## config.mk

```make
export PLATFORM = sky130hd
export DESIGN_NAME = sprite_scan
export DESIGN_NICKNAME = d
export VERILOG_FILES = /design/src/rtl/sprite_scan.sv
export SDC_FILE = /design/constraint.sdc
export NUM_CORES = 1
export LEC_CHECK = 0
export BUFFER_PORTS_ARGS = -buffer_cell sky130_fd_sc_hd__buf_2
export CAP_MARGIN = 20
export CORE_MARGIN = 2
export CORE_UTILIZATION = 55
export CTS_CLUSTER_SIZE = 40
export DETAILED_ROUTE_END_ITERATION = 12
export PLACE_DENSITY_LB_ADDON = 0.25
export SETUP_SLACK_MARGIN = 0.2
export SLEW_MARGIN = 40
export SYNTH_ARGS = -nofsm -noshare
export SYNTH_HDL_FRONTEND = slang
export SYNTH_SLANG_ARGS = --single-unit
```

## constraint.sdc

```tcl
create_clock -name clk_draw -period 6.8 [get_ports clk_draw]
set_clock_uncertainty 0.1 [all_clocks]
set_input_delay 0.68 -clock clk_draw [delete_from_list [all_inputs] [get_ports clk_draw]]
set_output_delay 0.68 -clock clk_draw [all_outputs]
set_load 0.02 [all_outputs]
```

## src/rtl/sprite_scan.sv

```systemverilog
// sprite_scan: per-scanline sprite evaluation in front of the sprite attribute BRAM.
// Walks every sprite index once per line_start and tests whether it covers the scanline.
// Each hit goes into a small FIFO that the fetch stage drains over valid/ready.
// Optional build macro SPRITE_SCAN_END_MARKER_EN: an all-ones y/height word ends the
// sprite list. When the macro is undefined, that word is treated as an ordinary sprite.

package sprite_scan_pkg;
    typedef struct packed {
        logic [11:0] y;
        logic [11:0] height;
    } sprite_y_height_t;

    typedef struct packed {
        logic [15:0] x;
        logic [15:0] width;
    } sprite_x_width_t;

    typedef logic [31:0] sprite_addr_t;
endpackage

module sprite_scan
    import sprite_scan_pkg::*;
#(
    parameter int NUM_SPRITES  = 512,
    parameter int MAX_PER_LINE = 16,
    parameter int FIFO_DEPTH   = 4,
    parameter int LINE_BITS    = 12
) (
    input  logic                 clk_draw,
    input  logic                 rst_draw,
    input  logic                 line_start,
    input  logic [LINE_BITS-1:0] scanline,
    output logic [8:0]           sprite_index,
    input  sprite_y_height_t     sprite_y_height,
    input  sprite_x_width_t      sprite_x_width,
    input  sprite_addr_t         sprite_addr,
    output logic                 hit_valid,
    input  logic                 hit_ready,
    output logic [8:0]           hit_index,
    output logic [LINE_BITS-1:0] hit_row,
    output sprite_x_width_t      hit_x_width,
    output sprite_addr_t         hit_addr,
    output logic                 scan_busy,
    output logic                 scan_done,
    output logic                 overflow
);

    localparam int PTR_W = $clog2(FIFO_DEPTH);
    localparam int CNT_W = PTR_W + 1;
    localparam int HC_W  = $clog2(MAX_PER_LINE + 1);
    localparam logic [8:0]     IDX_LAST  = 9'(NUM_SPRITES - 1);
    localparam logic [HC_W-1:0] HIT_CAP  = HC_W'(MAX_PER_LINE);
    localparam logic [CNT_W:0]  OCC_FULL = (CNT_W + 1)'(FIFO_DEPTH);

    typedef enum logic [1:0] {
        ST_IDLE = 2'd0,
        ST_SCAN = 2'd1,
        ST_DONE = 2'd2
    } state_t;

    typedef struct packed {
        logic [8:0]           index;
        logic [LINE_BITS-1:0] row;
        sprite_x_width_t      xw;
        sprite_addr_t         addr;
    } hit_entry_t;

    state_t state_q, state_d;
    logic   scan_busy_q, scan_busy_d;
    logic   scan_done_q, scan_done_d;

    logic [LINE_BITS-1:0] scanline_q, scanline_d;
    logic [8:0]           idx_q, idx_d;
    logic                 issue_done_q, issue_done_d;
    logic                 pipe_valid_q, pipe_valid_d;
    logic [8:0]           pipe_idx_q, pipe_idx_d;
    logic [HC_W-1:0]      hit_cnt_q, hit_cnt_d;
    logic                 overflow_q, overflow_d;
    logic [PTR_W-1:0]     wr_ptr_q, wr_ptr_d;
    logic [PTR_W-1:0]     rd_ptr_q, rd_ptr_d;
    logic [CNT_W-1:0]     fifo_cnt_q, fifo_cnt_d;
    hit_entry_t           fifo_mem_q [FIFO_DEPTH];

    logic [LINE_BITS-1:0] row_s;
    logic [LINE_BITS-1:0] height_s;
    logic                 hit_s;
    logic                 marker_s;
    logic [CNT_W:0]       occ_s;
    logic                 stall_s;
    logic                 eval_s;
    logic                 hit_eval_s;
    logic                 push_s;
    logic                 pop_s;
    logic                 ovf_s;
    logic                 term_s;
    logic                 issue_s;
    logic                 hit_valid_s;
    hit_entry_t           new_entry_s;
    hit_entry_t           head_s;

    // Hit test on the word returned for the in-flight index, plus scan control qualifiers
    always_comb begin
        row_s      = scanline_q - sprite_y_height.y[LINE_BITS-1:0];
        height_s   = sprite_y_height.height[LINE_BITS-1:0];
        hit_s      = (height_s != '0) && (row_s < height_s);
`ifdef SPRITE_SCAN_END_MARKER_EN
        marker_s   = &sprite_y_height;
`else
        marker_s   = 1'b0;
`endif
        occ_s      = {1'b0, fifo_cnt_q} + (CNT_W + 1)'(pipe_valid_q);
        // Never issue a read whose result might find the FIFO full
        stall_s    = (occ_s >= OCC_FULL);
        eval_s     = (state_q == ST_SCAN) && pipe_valid_q;
        hit_eval_s = eval_s && hit_s && !marker_s;
        push_s     = hit_eval_s && (hit_cnt_q != HIT_CAP);
        ovf_s      = hit_eval_s && (hit_cnt_q == HIT_CAP);
        term_s     = ovf_s || (eval_s && marker_s) || (eval_s && (pipe_idx_q == IDX_LAST));
        issue_s    = (state_q == ST_SCAN) && !stall_s && !issue_done_q && !term_s;
        hit_valid_s = (fifo_cnt_q != '0);
        pop_s      = hit_valid_s && hit_ready;

        new_entry_s.index = pipe_idx_q;
        new_entry_s.row   = row_s;
        new_entry_s.xw    = sprite_x_width;
        new_entry_s.addr  = sprite_addr;
    end

    // FSM state register with registered busy/done flags
    always_ff @(posedge clk_draw) begin
        if (rst_draw) begin
            state_q     <= ST_IDLE;
            scan_busy_q <= 1'b0;
            scan_done_q <= 1'b0;
        end else begin
            state_q     <= state_d;
            scan_busy_q <= scan_busy_d;
            scan_done_q <= scan_done_d;
        end
    end

    // FSM next state: line_start always (re)starts a scan, even mid-scan
    always_comb begin
        state_d = state_q;
        if (line_start) begin
            state_d = ST_SCAN;
        end else begin
            case (state_q)
                ST_IDLE: state_d = ST_IDLE;
                ST_SCAN: begin
                    if (term_s) begin
                        state_d = ST_DONE;
                    end else begin
                        state_d = ST_SCAN;
                    end
                end
                ST_DONE: state_d = ST_IDLE;
                default: state_d = ST_IDLE;
            endcase
        end
    end

    // FSM outputs, computed from the next state so the flags line up with it
    always_comb begin
        scan_busy_d = 1'b0;
        scan_done_d = 1'b0;
        case (state_d)
            ST_SCAN: scan_busy_d = 1'b1;
            ST_DONE: scan_done_d = 1'b1;
            default: begin
                scan_busy_d = 1'b0;
                scan_done_d = 1'b0;
            end
        endcase
    end

    // Datapath next state: address walk, read pipe, hit counter and FIFO pointers
    always_comb begin
        scanline_d   = scanline_q;
        idx_d        = idx_q;
        issue_done_d = issue_done_q;
        pipe_valid_d = 1'b0;
        pipe_idx_d   = pipe_idx_q;
        hit_cnt_d    = hit_cnt_q;
        overflow_d   = overflow_q;
        wr_ptr_d     = wr_ptr_q;
        rd_ptr_d     = rd_ptr_q;
        fifo_cnt_d   = fifo_cnt_q;
        if (line_start) begin
            // New line: restart the walk and discard everything queued for the old line
            scanline_d   = scanline;
            idx_d        = 9'd0;
            issue_done_d = 1'b0;
            hit_cnt_d    = '0;
            overflow_d   = 1'b0;
            wr_ptr_d     = '0;
            rd_ptr_d     = '0;
            fifo_cnt_d   = '0;
        end else begin
            if (issue_s) begin
                pipe_valid_d = 1'b1;
                pipe_idx_d   = idx_q;
                if (idx_q == IDX_LAST) begin
                    issue_done_d = 1'b1;
                end else begin
                    idx_d = idx_q + 9'd1;
                end
            end else begin
                pipe_valid_d = 1'b0;
            end

            if (push_s) begin
                hit_cnt_d = hit_cnt_q + HC_W'(1);
                wr_ptr_d  = wr_ptr_q + PTR_W'(1);
            end else begin
                hit_cnt_d = hit_cnt_q;
            end

            if (ovf_s) begin
                overflow_d = 1'b1;
            end else begin
                overflow_d = overflow_q;
            end

            if (pop_s) begin
                rd_ptr_d = rd_ptr_q + PTR_W'(1);
            end else begin
                rd_ptr_d = rd_ptr_q;
            end

            case ({push_s, pop_s})
                2'b10:   fifo_cnt_d = fifo_cnt_q + CNT_W'(1);
                2'b01:   fifo_cnt_d = fifo_cnt_q - CNT_W'(1);
                default: fifo_cnt_d = fifo_cnt_q;
            endcase
        end
    end

    // Datapath registers
    always_ff @(posedge clk_draw) begin
        if (rst_draw) begin
            scanline_q   <= '0;
            idx_q        <= 9'd0;
            issue_done_q <= 1'b0;
            pipe_valid_q <= 1'b0;
            pipe_idx_q   <= 9'd0;
            hit_cnt_q    <= '0;
            overflow_q   <= 1'b0;
            wr_ptr_q     <= '0;
            rd_ptr_q     <= '0;
            fifo_cnt_q   <= '0;
        end else begin
            scanline_q   <= scanline_d;
            idx_q        <= idx_d;
            issue_done_q <= issue_done_d;
            pipe_valid_q <= pipe_valid_d;
            pipe_idx_q   <= pipe_idx_d;
            hit_cnt_q    <= hit_cnt_d;
            overflow_q   <= overflow_d;
            wr_ptr_q     <= wr_ptr_d;
            rd_ptr_q     <= rd_ptr_d;
            fifo_cnt_q   <= fifo_cnt_d;
        end
    end

    // FIFO storage: write the tested hit at the write pointer
    always_ff @(posedge clk_draw) begin
        if (push_s) begin
            fifo_mem_q[wr_ptr_q] <= new_entry_s;
        end
    end

    // Head-of-FIFO presentation, forced to zero while the FIFO is empty
    always_comb begin
        head_s = fifo_mem_q[rd_ptr_q];
        if (hit_valid_s) begin
            hit_index   = head_s.index;
            hit_row     = head_s.row;
            hit_x_width = head_s.xw;
            hit_addr    = head_s.addr;
        end else begin
            hit_index   = 9'd0;
            hit_row     = '0;
            hit_x_width = '0;
            hit_addr    = '0;
        end
    end

    assign sprite_index = idx_q;
    assign hit_valid    = hit_valid_s;
    assign scan_busy    = scan_busy_q;
    assign scan_done    = scan_done_q;
    assign overflow     = overflow_q;

endmodule

```

==> impl_metrics.json, run 1 <==
{
  "routedLengthMet1_um": 12910,
  "first_global_vias": 8336,
  "portBuffers": 201,
  "cts_buffer_depth": 3,
  "hpwlAfterDp_um": 18430,
  "power.ir.vdd_worst_v": 0.0001740,
  "synth_enable_flop_cells": 340,
  "postSynth.topFlopCell": "edfxtp_1",
  "timing.final.crit_period_ns": 4.777,
  "synth_top_area_cell": "edfxtp_1",
  "detail_route.wirelength_um": 29250,
  "ys_seq_elements": 391,
  "rsz0062_at_grt": "no",
  "wire_per_inst_um": 19.44,
  "setup_tns_ns": 0,
  "cp_slowest_cell": "and2_4",
  "timing_worst_setup_path_type": "reg2reg",
  "timing.reg2reg.setup_slack_ns": 2.02,
  "clockRootBuffer": "clkbuf_16",
  "post_layout_nonfiller_instances": 1505,
  "grt_antenna_before_repair": 2,
  "highest-signal-layer": "met4",
  "relSlewSlack": 0.4769,
  "place.detailed.instances": 1429,
  "finalSetupViolations": 0,
  "drt-vias-per-instance": 5.451,
  "final.period_utilization": 0.7024,
  "detail_route.iter0.violations": 653,
  "synth_cells": 875,
  "fillerInstances": 1930,
  "floorplan.initialDensity": 0.5631,
  "die_area_sq_mm": 0.02997,
  "maximum_fanout_along_the_worst_path": 39,
  "static-leakage-power_nw": 6.781,
  "clock_insertion_delay_at_the_later_pin_of_the_skew_report_ns": 0.52,
  "cts_resized": 0,
  "max_cap_violations": 0,
  "timing.critical_path.to_type": "flip-flop",
  "netlist_area_sq_mm": 0.01573,
  "min_from": "sprite_x_width[8]",
  "number_of_cts_inserted_buffers": 40,
  "postSynthNetCount": 1012,
  "timing.rr.start": "scanline_q[0]",
  "max_slew_violation_total_from_the_final_report": 0,
  "final_hold_viol_count": 0,
  "power_density_mw_per_mm2": 260.7,
  "yosysSeqAreaShare": 0.7140,
  "gp_congestion": 0.8180,
  "multiInputGateArea_sq_mm": 0.004193,
  "number_of_nets_with_antenna_violations_after_detailed_routing": 0,
  "ys_top_cells_by_area": "edfxtp_1 (65%), mux4_2 (12%), dfxtp_1 (6.5%)",
  "timing.critical_path.cells": "inv_1 -> ha_1 -> inv_1 -> fa_1 -> a21o_1 -> a21oi_2 -> o21bai_1 -> a2111o_1 -> a31o_2 -> a21oi_2 -> xnor2_1 -> ha_1 -> a21oi_1 -> o21ai_2 -> a211oi_2 -> buf_4 -> and2_4 -> buf_12",
  "finalPower_mw": 4.806,
  "distinct_cells_synth": 56,
  "globalRouteTotalUtil": 0.1987,
  "wl_met2_um": 14060,
  "asyncSetResetFlopFracSynth": 0,
  "dr.pass1.iters": 5,
  "finish.net_count": 1230,
  "path_clk_slew_ns": 0.06,
  "cts_tree": "done",
  "cts_hold_buffers": 0,
  "drive_above_1_share": 0.3360,
  "first_pass_grt_wire_length_um": 46510,
  "holdCritPathClass": "in2reg",
  "area_of_the_core_sq_mm": 0.02793,
  "cts_post_setup_buffers_inserted": 0,
  "dr_wl_met3_um": 1663,
  "vias": 8204,
  "worstSetupStartpoint": "scanline_q[0]",
  "top_level_ports": 202,
  "worst-endpoint-arrival_ns": 4.90,
  "die_width_um": 173.1,
  "synth.top_cell.area_share": 0.6491,
  "flow.area_growth_from_synthesis_pct": 17.17,
  "die_y_um": 173.1,
  "worst_pin_slew_ns": 0.7847,
  "ff_latch_area_sq_mm": 0.01124,
  "outcome": "complete, no violations",
  "row_count": 61,
  "max_freq_mhz": 209.4,
  "grt-ovfl-total": 0,
  "maximum_number_of_pins_on_one_net_before_global_route_repair": 88,
  "utilization": 0.6598,
  "htreeDepth": 2,
  "synth_warnings": 0,
  "worst_ep_required_time_ns": 6.92,
  "syn_avg_cell_area_sq_um": 17.98,
  "worst_setup_path_start_kind": "flip-flop",
  "clock_sink_count": 391,
  "crit_path_max_incr_delay_ns": 0.57,
  "remaining_drc_errors": 0
}
[layout by cell type, fill, tap and decap left out, drive strengths merged, types with 4 or more instances in the layout]
master	synthesis	final
ha	31	31
or3	4	4
a21oi	21	21
nor3	5	5
buf	19	215
nand2	14	14
nor2	47	47
mux2i	21	21
xor2	9	9
nand3	12	12
mux4	85	85
o21ai	10	10
edfxtp	340	340
clkbuf	20	51
xnor2	12	12
dfxtp	51	51
clkinv	0	18
nor4	5	5
inv	38	42
and2	91	91
[registers in the layout, indices dropped and copies added, names as in the netlist, named ones only]
name	flops
wr_ptr_q	2
pipe_valid_q	1
fifo_mem_q	340
scanline_q	12
scan_busy	1
rd_ptr_q	2
pipe_idx_q	9
sprite_index	9
issue_done_q	1
fifo_cnt_q	3
hit_cnt_q	5
overflow	1
state_q	2
scan_done	1
[final cells by class]
class                   count  share of cell area
diodes                      2           0.0002716
well taps                 378             0.02566
repair buffers            215             0.06409
multi-input cells         407              0.2275
clock buffers              51             0.05838
inverters                  38            0.007739
flip-flops and latches    391              0.6098
clock inverters            23            0.006585
[report_power, final]
group          internal, mW  switching (mW)
sequential             2.63         0.00568
clock                  1.13           0.853
combinational        0.0780           0.118
total                  3.83           0.976
[per-stage QoR]
step	setup WS [ns]	hold slack (ns)	cell area, sq um
6_report	2.023	0.2752	18430
5_1_grt	1.701	0.2452	18430
4_1_cts	1.997	0.2478	18420
3_5_place_dp	1.585	0.3420	17220
3_3_place_gp	1.641	0.3328	17190
2_1_floorplan	0.5719	0.3373	15730
[routing by layer]
layer,GRT usage,vias up
li1,-,3824
met1,0.2821,4084
met2,0.3173,253
met3,0.04112,43
met4,0.05508,0
met5,0,-
[cell families (layout without fill, tap and decap cells)]
group                    count (synthesis)  in the layout  synth area share
flip-flops                             391            391            0.7140
AO/OA/AOI/OAI                           52             52           0.02251
multiplexers                           106            106            0.1351
buffers and inverters                   77            327           0.02052
XOR/XNOR                                21             21           0.01169
other                                    0              2                 0
adder cells (fa/ha/maj)                 33             33           0.02721
AND/OR/NAND/NOR                        195            195           0.06897
[path summary, 6_finish.rpt]
check	to	cells past startpoint
worst max-delay path	fifo_mem_q[2][30]	18
worst min-delay path	fifo_mem_q[2][40]	1
worst max register to register	fifo_mem_q[2][30]	18
worst min register to register	overflow	2
[Yosys cell counts, types with 5 or more instances]
| cell type | number |
|---|---|
| inv_1 | 38 |
| xnor2_1 | 12 |
| edfxtp_1 | 340 |
| buf_1 | 7 |
| o21ai_0 | 8 |
| nor2_1 | 47 |
| buf_2 | 9 |
| mux2i_1 | 21 |
| xor2_1 | 9 |
| mux4_2 | 85 |
| and2_1 | 90 |
| nor3_1 | 5 |
| nand3_1 | 11 |
| nand2_1 | 13 |
| ha_1 | 31 |
| a21oi_1 | 19 |
| clkbuf_1 | 20 |
| dfxtp_1 | 51 |
[critical path: cells and delay by family, from the launching register on]
kind | cells | cell delay, ns
AOI/OAI and AO/OA | 9 | 1.77
xor gates and xnor gates | 1 | 0.23
adders and majority gates | 3 | 0.85
buffers and inverters | 4 | 0.60
DFF | 1 | 0.31
and+or+nand+nor | 1 | 0.57
(Power assumes the default switching activity.)
==> inputs of run 2 (changes only) <==
--- a/config.mk
+++ b/config.mk
@@ -8,7 +8,7 @@
 export BUFFER_PORTS_ARGS = -buffer_cell sky130_fd_sc_hd__buf_2
 export CAP_MARGIN = 20
 export CORE_MARGIN = 2
-export CORE_UTILIZATION = 55
+export CORE_UTILIZATION = 52
 export CTS_CLUSTER_SIZE = 40
 export DETAILED_ROUTE_END_ITERATION = 12
 export PLACE_DENSITY_LB_ADDON = 0.25
==> constraint.sdc (replaced) <==
create_clock -name clk_draw -period 4.1 [get_ports clk_draw]
set_clock_uncertainty 0.1 [all_clocks]
set_input_delay 0.41 -clock clk_draw [delete_from_list [all_inputs] [get_ports clk_draw]]
set_output_delay 0.41 -clock clk_draw [all_outputs]
set_load 0.02 [all_outputs]
==> run 2 against run 1 <==
Net effect:
- the run now ends with negative setup slack left
- count of clock-buffer cells in the layout down 1
- power up 73%
- sequential share of layout area down 7.9 points
- critical path depth up 3
- worst setup slack worse by 2.2 ns
- critical endpoint is now fifo_mem_q[2][64]
==> impl_metrics.json, run 2 (synthesis gave the netlist of run 1 again) <==
{
  "outcome": "finished with violations",
  "violations": "negative setup slack",
  "worst_setup_path_start_kind": "flip-flop",
  "relSlewSlack": 0.5028,
  "static-leakage-power_nw": 7.974,
  "r2r_depth": 21,
  "portBuffers": 201,
  "wire_per_inst_um": 21.67,
  "top_level_ports": 202,
  "cts_tree": "done",
  "dr.pass1.iters": 4,
  "whs_path_depth": 1,
  "rr_endpoint": "fifo_mem_q[2][64]",
  "timing.final.crit_period_ns": 4.230,
  "first_global_vias": 9079,
  "setup_tns_ns": -16.81,
  "hold_path_end": "fifo_mem_q[3][1]",
  "number_of_nets_with_antenna_violations_after_detailed_routing": 0,
  "grt-ovfl-total": 0,
  "drt-vias-per-instance": 5.464,
  "area_of_the_core_sq_mm": 0.02972,
  "max_freq_mhz": 236.4,
  "cts_buffer_depth": 3,
  "maximum_number_of_pins_on_one_net_before_global_route_repair": 87,
  "min_from": "sprite_addr[1]",
  "drive_above_1_share": 0.4126,
  "rsz0062_at_grt": "yes",
  "globalRouteTotalUtil": 0.2244,
  "finalSetupViolations": 292,
  "dpl_cell_area_sq_mm": 0.01762,
  "worst_ep_required_time_ns": 4.23,
  "clock_insertion_delay_at_the_later_pin_of_the_skew_report_ns": 0.52,
  "final_cell_mix": "edfxtp_1 (340), buf_2 (201), and2_1 (86)",
  "holdCritPathClass": "in2reg",
  "gp_congestion": 0.8336,
  "row_count": 63,
  "post-route-worst-setup-slack_ns": -0.1302,
  "power.ir.vdd_worst_v": 0.0002664,
  "first_pass_grt_wire_length_um": 52690,
  "maximum_fanout_along_the_worst_path": 7,
  "htreeDepth": 2,
  "largest_registers": "fifo_mem_q x340, scanline_q x12",
  "finalPower_mw": 8.315,
  "max_slew_violation_total_from_the_final_report": 0,
  "clock_sink_count": 391,
  "grt_antenna_before_repair": 3,
  "die_width_um": 177.9,
  "floorplan.initialDensity": 0.5293,
  "die_y_um": 177.9,
  "stdcell_area_sq_mm": 0.02117,
  "mostFrequentLayoutCell": "edfxtp_1",
  "max_cap_violations": 0,
  "timing_worst_setup_path_type": "reg2reg",
  "insertedDiodeCount": 0,
  "finish.net_count": 1391,
  "power_density_mw_per_mm2": 392.7,
  "clockRootBuffer": "clkbuf_16",
  "vias": 9136,
  "worst_pin_slew_ns": 0.7401,
  "worst-endpoint-arrival_ns": 4.36,
  "remaining_drc_errors": 0,
  "final_hold_viol_count": 0,
  "flow.area_growth_from_synthesis_pct": 34.61,
  "hpwlAfterDp_um": 18920,
  "timing.rr.start": "scanline_q[0]",
  "timing.critical_path.to_type": "flip-flop",
  "die_area_sq_mm": 0.03166,
  "final.period_utilization": 1.032,
  "detail_route.wirelength_um": 36240,
  "timing.reg2reg.setup_slack_ns": -0.13,
  "path_clk_slew_ns": 0.06,
  "number_of_flip_flops_in_the_largest_register": 340,
  "register_with_the_most_flip_flops": "fifo_mem_q",
  "number_of_cts_inserted_buffers": 40,
  "detail_route.iter0.violations": 751
}
run 2: layer usage:
layer / routed length, um / up-vias / global-route usage / part of all wire
met5: 38 / - / 0 / 0.0010
met4: 626 / 6 / 0.04747 / 0.017
met3: 2388 / 52 / 0.04263 / 0.066
met2: 18440 / 319 / 0.3819 / 0.51
met1: 14750 / 4588 / 0.3040 / 0.41
li1: - / 4171 / - / -
run 2: cell type report:
type	count	area, sq um
Clock buffer	50	1060
Sequential cell	391	11240
Inverter	38	145.1
Fill cell	1781	8544
Timing Repair Buffer	373	3646
Tap cell	390	488.0
Clock inverter	20	200.2
Multi-Input combinational cell	410	4394
run 2: how the worst max path moves through the flow:
| stage | start | endpoint | slack, ns | cells after the start |
|---|---|---|---|---|
| after global placement | sprite_y_height[12] | fifo_cnt_q[2] | -0.23 | 22 |
| final | scanline_q[0] | fifo_mem_q[2][64] | -0.13 | 21 |
| after detailed placement | sprite_y_height[12] | fifo_cnt_q[2] | -0.30 | 22 |
| after global routing | scanline_q[0] | fifo_cnt_q[2] | -0.27 | 22 |
| after CTS | scanline_q[0] | fifo_cnt_q[2] | -0.09 | 22 |
| after floorplan | sprite_y_height[12] | fifo_mem_q[0][0] | -0.26 | 16 |
run 2: repair_timing:
item	CTS	global route
pin swaps	11	32
cloned	32	6
setup endpoints to repair	361	374
hold endpoints to repair	115	0
buffers inserted	45	16
resized for setup	80	44
hold buffers	32	0
run 2: stage by stage:
step | utilization | hold WS (ns) | std cells | setup slack (ns)
after global routing | 0.7125 | 0.003614 | 1672 | -0.2743
after CTS | 0.6972 | 0.0003867 | 1650 | -0.09421
after detailed placement | 0.5930 | 0.3433 | 1471 | -0.3032
after floorplan | - | 0.3373 | 875 | -0.2558
final | 0.7125 | 0.01603 | 1672 | -0.1302
after global placement | 0.5930 | 0.3310 | 1471 | -0.2299
run 2: critical path, cell delays in order, from the launching register on:
cell,delay [ns]
dfxtp_2,0.32
inv_2,0.05
ha_4,0.12
inv_4,0.03
fa_2,0.33
a21o_1,0.18
a21oi_2,0.16
o21bai_1,0.10
a2111o_1,0.39
a31o_2,0.26
a21oi_4,0.14
xnor2_2,0.09
ha_1,0.34
a21oi_2,0.15
o21ai_2,0.09
a211oi_2,0.19
buf_4,0.15
buf_6,0.12
and2_4,0.20
buf_12,0.17
buf_12,0.12
buf_16,0.11
run 2: where the power goes:
part | internal (mW) | switching [mW]
Clock | 2.08 | 1.42
Sequential | 4.35 | 0.00981
Combinational | 0.225 | 0.230
==> inputs of run 3 (changes only) <==
--- a/config.mk
+++ b/config.mk
@@ -11,6 +11,7 @@
 export CORE_UTILIZATION = 52
 export CTS_CLUSTER_SIZE = 40
 export DETAILED_ROUTE_END_ITERATION = 12
+export MAX_ROUTING_LAYER = met4
 export PLACE_DENSITY_LB_ADDON = 0.25
 export SETUP_SLACK_MARGIN = 0.2
 export SLEW_MARGIN = 40
==> run 3 against run 2 <==
Net effect:
- the flow still finishes with violations (negative setup slack)
- wire length is 0.31% lower
- final cell count grew 0.18%
- critical path depth unchanged
- combinational power barely moved
- die area did not move
- sequential share of layout area about the same
- count of clock-buffer cells in the layout stayed put
- clock power barely moved
- utilization down 0.050 points
- flip-flop and latch count is the same
- register-to-register slack is essentially flat
- non-clock buffer count is 1 lower
==> impl_metrics.json, run 3 (synthesis gave the netlist of run 1 again) <==
{
  "number_of_cts_inserted_buffers": 40,
  "r2r_depth": 21,
  "netSwitchingFraction": 0.1989,
  "area_of_the_core_sq_mm": 0.02972,
  "path_clk_slew_ns": 0.06,
  "worst-endpoint-arrival_ns": 4.36,
  "top_level_ports": 202,
  "outcome": "finished with violations",
  "whs_path_depth": 1,
  "globalRouteTotalUtil": 0.2313,
  "grt-ovfl-total": 0,
  "detailedPlace.worstSlack_ns": -0.3032,
  "gp_congestion": 0.8464,
  "sequential_group_share_of_total_power": 0.525,
  "clock_insertion_delay_at_the_later_pin_of_the_skew_report_ns": 0.52,
  "number_of_flip_flops_in_the_largest_register": 340,
  "worst_ep_required_time_ns": 4.23,
  "drive_above_1_share": 0.4122,
  "timing.final.crit_period_ns": 4.226,
  "first_global_vias": 9085,
  "holdCritPathClass": "in2reg",
  "min_from": "sprite_x_width[7]",
  "remaining_drc_errors": 0,
  "power.ir.vdd_worst_v": 0.0002662,
  "flow.area_growth_from_synthesis_pct": 34.52,
  "p_switching_mw": 1.654,
  "portBuffers": 201,
  "stdcell_area_sq_mm": 0.02116,
  "detail_route.wirelength_um": 36130,
  "final.period_utilization": 1.031,
  "static-leakage-power_nw": 7.963,
  "hold_path_end": "fifo_mem_q[1][39]",
  "vias": 9183,
  "hpwlAfterDp_um": 18920,
  "wire_per_inst_um": 21.57,
  "violations": "negative setup slack",
  "relSlewSlack": 0.4878,
  "rsz0062_at_grt": "yes",
  "number_of_nets_with_antenna_violations_after_detailed_routing": 0,
  "timing.rr.start": "scanline_q[0]",
  "rr_endpoint": "fifo_mem_q[2][64]",
  "max_slew_violation_total_from_the_final_report": 0,
  "finalSetupViolations": 262,
  "floorplan.initialDensity": 0.5293,
  "largest_registers": "fifo_mem_q x340, scanline_q x12",
  "maximum_fanout_along_the_worst_path": 7,
  "row_count": 63,
  "timing.critical_path.to_type": "flip-flop",
  "finalPower_mw": 8.313,
  "post-route-worst-setup-slack_ns": -0.1265,
  "dpl_cell_area_sq_mm": 0.01762,
  "die_y_um": 177.9,
  "max_cap_violations": 0,
  "maximum_number_of_pins_on_one_net_before_global_route_repair": 87,
  "die_area_sq_mm": 0.03166,
  "mostFrequentLayoutCell": "edfxtp_1",
  "cts_buffer_depth": 3,
  "timing.reg2reg.setup_slack_ns": -0.13,
  "first_pass_grt_wire_length_um": 52650,
  "timing_worst_setup_path_type": "reg2reg",
  "dr.pass1.iters": 4,
  "register_with_the_most_flip_flops": "fifo_mem_q",
  "max_freq_mhz": 236.6,
  "clock_sink_count": 391,
  "clock_power_share": 0.420,
  "final_cell_mix": "edfxtp_1 (340), buf_2 (201), and2_1 (86)",
  "setup_tns_ns": -14.82,
  "power_density_mw_per_mm2": 392.9,
  "detail_route.iter0.violations": 697,
  "cts_tree": "done",
  "htreeDepth": 2,
  "worst_pin_slew_ns": 0.7624,
  "die_width_um": 177.9,
  "grt_antenna_before_repair": 3,
  "clockRootBuffer": "clkbuf_16",
  "final_hold_viol_count": 0,
  "drt-vias-per-instance": 5.482,
  "hold_slack_ns": 0.01421,
  "worst_setup_path_start_kind": "flip-flop",
  "finish.net_count": 1390,
  "power.internal_mw": 6.660,
  "power.share.combinational": 0.055
}
-- run 3: power groups by stage --
stage	combinational, mW	sequential, mW	clock (mW)
floorplan	0.195	4.45	0
global placement	0.357	4.45	0
detailed placement	0.366	4.45	0
CTS	0.428	4.36	3.54
global route	0.503	4.36	3.71
finish	0.455	4.36	3.49
-- run 3: area by class of cell --
class	count	area (sq um)
Fill cell	1793	8559
Sequential cell	391	11240
Timing Repair Buffer	372	3621
Inverter	38	145.1
Tap cell	390	488.0
Multi-Input combinational cell	410	4394
Clock buffer	50	1060
Antenna cell	4	10.01
Clock inverter	20	200.2
-- run 3: worst max path at each step --
stage / start / end / cells after the start
3_3_place_gp: sprite_y_height[12] / fifo_cnt_q[2] / 22
4_1_cts: scanline_q[0] / fifo_cnt_q[2] / 22
5_1_grt: scanline_q[0] / fifo_cnt_q[2] / 22
3_5_place_dp: sprite_y_height[12] / fifo_cnt_q[2] / 22
2_1_floorplan: sprite_y_height[12] / fifo_mem_q[0][0] / 16
6_report: scanline_q[0] / fifo_mem_q[2][64] / 21
-- run 3: layer usage --
layer | track usage | up-vias | routed length (um)
met2 | 0.3813 | 330 | 18320
met1 | 0.3051 | 4611 | 14780
met5 | - | - | 0
met4 | 0.04747 | 0 | 648
li1 | - | 4192 | -
met3 | 0.04177 | 50 | 2381
-- run 3: stage by stage --
stage / std cells / util
2_1_floorplan: 875 / -
3_3_place_gp: 1471 / 0.5930
3_5_place_dp: 1471 / 0.5930
4_1_cts: 1650 / 0.6972
5_1_grt: 1674 / 0.7119
6_report: 1675 / 0.7120
-- run 3: repair_timing --
action,in CTS,in global routing
hold endpoints to repair,115,0
setup endpoints to repair,361,374
setup buffers,45,16
resized for setup,80,44
pin swaps,11,32
cloned,32,5
hold buffers,32,0
-- run 3: worst max-delay path, cell delays in order (launching register included) --
cell	delay, ns
dfxtp_2	0.32
inv_2	0.05
ha_4	0.12
inv_4	0.03
fa_2	0.33
a21o_1	0.18
a21oi_2	0.16
o21bai_1	0.10
a2111o_1	0.39
a31o_2	0.26
a21oi_4	0.15
xnor2_2	0.09
ha_1	0.34
a21oi_2	0.15
o21ai_2	0.09
a211oi_2	0.19
buf_4	0.15
buf_6	0.12
and2_4	0.20
buf_12	0.17
buf_12	0.12
buf_16	0.11
